[config.mk]
export PLATFORM = sky130hd
export DESIGN_NAME = balance_seq
export DESIGN_NICKNAME = d
export VERILOG_FILES = /design/src/rtl/balance_seq.sv
export SDC_FILE = /design/constraint.sdc
export NUM_CORES = 1
export LEC_CHECK = 0
export ABC_AREA = 1
export BUFFER_PORTS_ARGS = -buffer_cell sky130_fd_sc_hd__buf_4
export CORE_ASPECT_RATIO = 1.25
export CORE_UTILIZATION = 44
export CTS_CLUSTER_DIAMETER = 150
export DETAILED_ROUTE_END_ITERATION = 8
export SYNTH_ARGS = -nofsm -noshare
export SYNTH_HDL_FRONTEND = slang
export SYNTH_SLANG_ARGS = --single-unit
[constraint.sdc]
create_clock -name clk -period 5.64 [get_ports clk]
set_input_delay 0.564 -clock clk [delete_from_list [all_inputs] [get_ports clk]]
set_output_delay 0.564 -clock clk [all_outputs]
set_load 0.01 [all_outputs]
[src/rtl/balance_seq.sv]
// Power-up and rider sequencer for the balance controller.
// Decides when balance control is powered, when the PID integrator is held,
// and when steering is allowed; withdraws steering on rider imbalance or
// over-speed and defers power-down until the rider has stepped off.
module balance_seq #(
   parameter bit          fast_sim     = 1'b0,
   parameter logic [11:0] MIN_RIDER_WT = 12'h200,
   parameter logic [11:0] WT_HYST      = 12'h040
) (
   input  logic        clk,
   input  logic        rst,
   input  logic        go,
   input  logic        stop,
   input  logic [11:0] lft_ld,
   input  logic [11:0] rght_ld,
   input  logic        too_fast,
   output logic        pwr_up,
   output logic        rider_off,
   output logic        en_steer,
   output logic [2:0]  state
);

   typedef enum logic [2:0] {
      IDLE        = 3'd0,
      ARMED       = 3'd1,
      WAIT_STEADY = 3'd2,
      STEER       = 3'd3
   } state_t;

   // Steady period: LIM+1 consecutive qualified cycles before steering.
   localparam logic [25:0] LIM = fast_sim ? 26'h000_7FFF : 26'h3FF_FFFF;

   // Rider thresholds, widened to the summed-load width before the add/subtract.
   localparam logic [12:0] SET_THR = {1'b0, MIN_RIDER_WT} + {1'b0, WT_HYST};
   localparam logic [12:0] CLR_THR = {1'b0, MIN_RIDER_WT} - {1'b0, WT_HYST};

   state_t      state_reg, state_next;
   logic        rdr_reg, rdr_next;
   logic [25:0] tmr_reg, tmr_next;
   logic        stop_pend_reg, stop_pend_next;

   logic [12:0] sum;
   logic [11:0] diff;
   logic [13:0] diff_x4;
   logic        balanced;
   logic        qualified;
   logic        tmr_at_lim;

   // Load arithmetic: balanced when the imbalance is under a quarter of the total.
   always_comb begin
      sum     = {1'b0, lft_ld} + {1'b0, rght_ld};
      diff    = (lft_ld >= rght_ld) ? (lft_ld - rght_ld) : (rght_ld - lft_ld);
      diff_x4 = {diff, 2'b00};
      balanced   = (diff_x4 < {1'b0, sum});
      qualified  = balanced & ~too_fast;
      tmr_at_lim = (tmr_reg == LIM);
   end

   // Rider-present flag with hysteresis band; holds between thresholds.
   always_comb begin
      rdr_next = rdr_reg;
      if (sum > SET_THR) begin
         rdr_next = 1'b1;
      end else if (sum < CLR_THR) begin
         rdr_next = 1'b0;
      end
   end

   // Next-state logic and state-decoded outputs (outputs depend on state only).
   always_comb begin
      state_next = state_reg;
      pwr_up     = 1'b0;
      rider_off  = 1'b1;
      en_steer   = 1'b0;
      case (state_reg)
         IDLE: begin
            if (go && !stop) begin
               state_next = ARMED;
            end
         end
         ARMED: begin
            pwr_up = 1'b1;
            // A pending stop only powers down once the rider is off.
            if ((stop || stop_pend_reg) && !rdr_reg) begin
               state_next = IDLE;
            end else if (rdr_reg) begin
               state_next = WAIT_STEADY;
            end
         end
         WAIT_STEADY: begin
            pwr_up    = 1'b1;
            rider_off = 1'b0;
            // Rider leaving beats a completed steady period.
            if (!rdr_reg) begin
               state_next = ARMED;
            end else if (qualified && tmr_at_lim) begin
               state_next = STEER;
            end
         end
         STEER: begin
            pwr_up    = 1'b1;
            rider_off = 1'b0;
            en_steer  = 1'b1;
            if (!rdr_reg) begin
               state_next = ARMED;
            end else if (!qualified) begin
               state_next = WAIT_STEADY;
            end
         end
         default: begin
            state_next = IDLE;
         end
      endcase
   end

   // Steady timer counts only unbroken qualified WAIT_STEADY cycles, saturating at LIM.
   always_comb begin
      tmr_next = '0;
      if (state_reg == WAIT_STEADY && qualified) begin
         tmr_next = tmr_at_lim ? tmr_reg : tmr_reg + 26'd1;
      end
   end

   // Stop latch remembers a stop request until the sequencer is back in IDLE.
   always_comb begin
      stop_pend_next = stop_pend_reg;
      if (state_next == IDLE) begin
         stop_pend_next = 1'b0;
      end else if (stop && state_reg != IDLE) begin
         stop_pend_next = 1'b1;
      end
   end

   // State, rider flag, timer and stop latch registers with synchronous reset.
   always_ff @(posedge clk) begin
      if (rst) begin
         state_reg     <= IDLE;
         rdr_reg       <= 1'b0;
         tmr_reg       <= '0;
         stop_pend_reg <= 1'b0;
      end else begin
         state_reg     <= state_next;
         rdr_reg       <= rdr_next;
         tmr_reg       <= tmr_next;
         stop_pend_reg <= stop_pend_next;
      end
   end

   assign state = state_reg;

endmodule
Word level (Yosys, flattened, before mapping)
Index checks and enable logic that the tools add are counted.

storage, ports and cells
  register bits after elaboration = 31
  input port bits = 29
  output and inout bits = 6

cells by class
  $add $sub $neg = 4
  magnitude comparators = 4
  eq/ne operators = 4
  muxes and demuxes = 14
  bitwise operators = 3
  reductions and logical operators = 16

operators by type and width
  kind                                                             number
  adder 26 x 1 -> 26 bit, second input constant                    1
  equality test 26 bit, second input constant                      1
  subtractor 12 bit                                                2
  two-way mux 3 bit                                                7
  < comparator 14 x 13 -> 1 bit                                    1
  adder 12 x 12 -> 13 bit                                          1
  greater-than comparator 13 x 10 -> 1 bit, second input constant  1
  < comparator 13 x 9 -> 1 bit, second input constant              1
  >= comparator 12 bit                                             1
  two-way mux 12 bit                                               1
  one-hot mux 3 bit (4 select lines)                               1
  equality test 3 x 2 -> 1 bit, second input constant              2
  logical NOT 3 bit                                                2
  OR reduction 2 bit                                               3
  logical AND 1 bit                                                5
  two-way mux 1 bit                                                5
  equality test 3 x 1 -> 1 bit, second input constant              1
  nonzero test 3 bit                                               1
  OR reduction 3 bit                                               1
  logical NOT 1 bit                                                2
  NOT 1 bit                                                        2
  nonzero test 2 bit                                               1
  bitwise AND 1 bit                                                1
  logical OR 1 bit                                                 1

Logic depth before layout (Yosys ltp)
  word-level depth = 10
  depth in mapped cells = 31
  depth with buffers taken out = 30

Least setup slack after synthesis
Ideal clock, no wire load.

  kind = input -> register
  start = in lft_ld[0]
  end = reg tmr_reg[14]
  arrival time = 3,381 ps
  data required time = 5,578 ps
  path slack = 2,198 ps
  cell stages on the path = 24
  cell sequence = inv_1 > ha_1 > inv_1 > fa_1 > inv_1 > nor2_1 > nor2_2 > nand2_1 > nand2_2 > nand3_1 > nand2_1 > nand2_1 > o311ai_1 > xor2_1 > ha_1 > a21oi_1 > o21a_1 > nand2_1 > nand2_1 > nand2_1 > nand2_1 > nand4_4 > buf_6 > nor2_2

on the way
  longest elaborated chain between the ends = 7
  elaborated cells on any way between the ends = 10
  those cells by class = add/sub: 3; order compare: 2; mux: 1; bitwise: 2; reduce/logical: 2

ends and longest elaborated chain
  item                                                       line  text
  from (decl)                                                14    input logic [11:0] lft_ld,
  subtractor 12 bit or >= comparator 12 bit (tied branches)  52    diff = (lft_ld >= rght_ld) ? (lft_ld - rght_ld) : (rght_ld - lft_ld);
  two-way mux 12 bit                                         52
  < comparator 14 x 13 -> 1 bit (*)                          54    balanced = (diff_x4 < {1'b0, sum});
  bitwise AND 1 bit (*)                                      55    qualified = balanced & ~too_fast;
  logical AND 1 bit (*)                                      119   if (state_reg == WAIT_STEADY && qualified) begin
  NOT 1 bit (no line) (*)                                    --
  OR reduction 2 bit (no line) (*)                           --
  to (signal assigned)                                       144   tmr_reg <= tmr_next;
  to (decl)                                                  39    logic [25:0] tmr_reg, tmr_next;

Every way passes the cells marked *; elsewhere a longest branch is shown, timed or not.
A chain may end at the register's enable or synchronous reset.

Worst setup path in the final report
  start = in lft_ld[0]
  end = reg tmr_reg[21]

Same word-level chain as after synthesis.

==> tab_implementation.tex <==
\begin{tabular}{lr}
\hline
Metric & Value \\
\hline
\multicolumn{2}{l}{\textbf{STA}} \\
Final critical-path required period & 4.15 ns \\
Post-route setup TNS & 0 ns \\
Unrepaired setup endpoints after global routing & false \\
Max-slew headroom & 59.1\% \\
Top achievable clock speed & 0.241 GHz \\
Worst hold slack & 0.467 ns \\
Tightest Pin Transition & 0.606 ns \\
Clock tree skew after final layout & 0.00868 ns \\
Number of hold violations in the final report & 0 \\
Final setup vio count & 0 \\
Count of final max-slew check failures & 0 \\
Final period util & 73.5\% \\
\multicolumn{2}{l}{\textbf{Synthesis}} \\
Area leader, netlist & dfxtp\_1 \\
Simple-gate share of the synthesized area & 34.1\% \\
Syn\_nets & 663 \\
Post-synth top area share & 16.1\% \\
Count of flip-flops with a built-in enable after synthesis & 0 \\
Largest family of logic cells by synthesized area & simple AND/OR/NAND/NOR gates \\
Mux cell area share after synthesis & 0.259\% \\
Register bit total from synthesis & 31 \\
Number of warnings printed during yosys synthesis & 0 \\
Adder and majority cell fraction of the synthesized area & 16.8\% \\
Ranking of synthesized cells by area & dfxtp\_1, ha\_1, nand2\_1, inv\_1, xor2\_1 \\
Synthesized area per cell & 6.61 sq um \\
Synthesized instance count & 584 \\
Main flop type after synthesis & dfxtp\_1 \\
Count of cell types in the netlist & 46 \\
Synthesized area & 3860 sq um \\
Leading cell type by number of instances after synthesis & nand2\_1 \\
Post-synthesis compound-gate area fraction & 11.3\% \\
Commonest cells in the netlist & nand2\_1, inv\_1, nor2\_1 \\
Sequential share of the synthesized area & 16.1\% \\
Xor and xnor area share after synthesis & 7.94\% \\
Synth async-reset ratio & 0\% \\
\multicolumn{2}{l}{\textbf{Setup path}} \\
Highest net fanout along the worst path & 26 \\
Worst setup path category & in -> reg \\
Type of origin of the critical path & primary input \\
Sort of element at the end of the critical path & register \\
Arrival time of the worst setup path & 4.34 ns \\
Req. time, crit path & 5.83 ns \\
\multicolumn{2}{l}{\textbf{Floorplan}} \\
I/O pin count & 35 \\
Die boundary width & 85.8 um \\
Die area & 9150 sq um \\
Standard cell core area & 8380 sq um \\
Number of standard-cell rows in the floorplan & 37 \\
Die Y & 107 um \\
Starting Density & 46.1\% \\
\multicolumn{2}{l}{\textbf{Pwr}} \\
Total power per unit cell area & 176 nW/um\^{}2 \\
Standby leakage power & 0.00207 uW \\
Maximum resistive drop on vdd & 0.148 mV \\
\multicolumn{2}{l}{\textbf{CTS}} \\
Clock insertion delay at the later pin of the skew report & 0.29 ns \\
Root buffer selected by CTS & clkbuf\_8 \\
Maximum number of buffers from clock root to sink & 2 \\
Buffers inserted by post-CTS timing repair & 0 \\
Clock-pin slew of the registers on the worst-case setup and hold paths & 0.07 ns \\
Post-CTS Resized & 0 \\
Hold buffers post-CTS & 0 \\
Number of buffers added by the clock tree synthesis step & 5 \\
Number of levels in the clock H-tree & 2 \\
CTS sink cnt & 31 \\
Clock tree from TritonCTS & yes \\
\multicolumn{2}{l}{\textbf{Job}} \\
Number of max-cap violations & 0 \\
\multicolumn{2}{l}{\textbf{Route}} \\
Remaining antenna violation count after routing & 0 \\
Initial detailed-routing violation count & 124 \\
Number of vias after detailed routing & 3,638 \\
Via-per-instance ratio & 4.97 \\
Post-Route WL & 9.46 mm \\
Routed wire length per instance & 12.9 um \\
First drt pass iteration count & 4 \\
Drt drc & 0 \\
\multicolumn{2}{l}{\textbf{Global route}} \\
GR Util met3 & 1.92\% \\
Global routing's busiest layer & met2 \\
Global-route usage over all layers & 22.0\% \\
Number of global-route vias before repair & 3,556 \\
Total congestion overflow & 0 \\
Routing usage on met2 & 42.6\% \\
Antenna violations before repair & 0 \\
First-pass GRT wire length & 15.9 mm \\
Pin count of the biggest net entering global routing & 27 \\
Met1 Track Usage GR & 22.0\% \\
\multicolumn{2}{l}{\textbf{Placed design}} \\
HPWL reported at the end of detailed placement & 7.99 mm \\
Final weighted congestion in routability-driven placement & 0.915 \\
Number of input and output port buffers inserted & 34 \\
\multicolumn{2}{l}{\textbf{Layout}} \\
Net count reported at finish & 693 \\
Antenna Diode Count & 0 \\
Layout overhead on the synthesized area & 9.79\% \\
Number of flip-flops under the largest register name & 26 \\
Share of final-layout standard cells stronger than drive strength 1 & 15.9\% \\
\multicolumn{2}{l}{\textbf{Run status}} \\
Outcome & complete, no violations \\
\multicolumn{2}{l}{\textbf{Hold path}} \\
Hold/Removal Path Class & in -> reg \\
\hline
\end{tabular}
path summary, 6_finish.rpt:
kind	start	cells past startpoint	slack [ns]	end
hold reg to reg	tmr_reg[1]	2	0.51	tmr_reg[1]
setup reg to reg	tmr_reg[0]	10	3.50	tmr_reg[20]
setup / recovery	lft_ld[0]	24	1.49	tmr_reg[21]
hold / removal	rst	2	0.47	rdr_reg
layer usage:
layer / up-vias / wire length [um]
met1: 1632 / 3630
met4: 0 / 572
met5: - / 0
met2: 75 / 5050
li1: 1900 / -
met3: 31 / 209
cell families (layout without fill, tap and decap cells):
| group | count (synthesis) | after routing |
|---|---|---|
| other cells | 1 | 1 |
| flops | 31 | 31 |
| simple gates | 286 | 286 |
| mux | 1 | 1 |
| buf+inv | 114 | 145 |
| compound gates | 66 | 66 |
| fa+ha+maj | 50 | 50 |
| xor+xnor | 35 | 35 |
cell type report:
type | instances | area [sq um]
Fill cell | 917 | 4140
Clock buffer | 8 | 100
Multi-Input combinational cell | 439 | 2720
Inverter | 102 | 384
Tap cell | 117 | 146
Timing Repair Buffer | 35 | 263
Sequential cell | 31 | 621
worst max-delay path, stage by stage:
cell	delay, ns
buf_4	0.12
inv_1	0.05
ha_1	0.14
inv_1	0.07
fa_1	0.42
inv_1	0.08
nor2_1	0.05
nor2_2	0.09
nand2_1	0.07
nand2_2	0.07
nand3_1	0.33
nand2_1	0.16
nand2_1	0.11
o311ai_1	0.28
xor2_1	0.20
ha_1	0.26
a21oi_1	0.14
o21a_1	0.13
nand2_1	0.05
nand2_1	0.05
nand2_1	0.05
nand2_1	0.12
nand4_4	0.42
nor3b_1	0.32
power by group:
group          switching [uW]  total [uW]  internal (uW)
logic                     205         328            123
registers                1.82         222            220
clock network            83.3         195            111
total                     290         745            455
stage by stage:
stage / util, % / power (uW) / cell area [sq um] / instances / setup slack, ns
final: 50.6 / 745 / 4240 / 732 / 1.49
after global routing: 50.6 / 807 / 4240 / 732 / 1.01
after CTS: 50.6 / 751 / 4240 / 732 / 1.47
after detailed placement: 49.4 / 555 / 4140 / 724 / 1.17
after global placement: 49.4 / 552 / 4140 / 724 / 1.29
after floorplan: - / 478 / 3860 / 584 / 2.20
placed cells by master, fill, tap and decap left out, drive strengths merged, types with 2 or more instances in the layout:
cell,count
a31oi,6
fa,3
nand4,11
dfxtp,31
or2,4
nor3,16
ha,47
o21bai,4
nor4,2
nor2,77
o311ai,3
nand3,31
xor2,25
nand3b,2
clkinv,3
xnor2,10
clkbuf,8
a21oi,35
buf,35
o21ai,12
nand2,141
inv,99
Note: power is estimated with default switching activity, not from simulation.
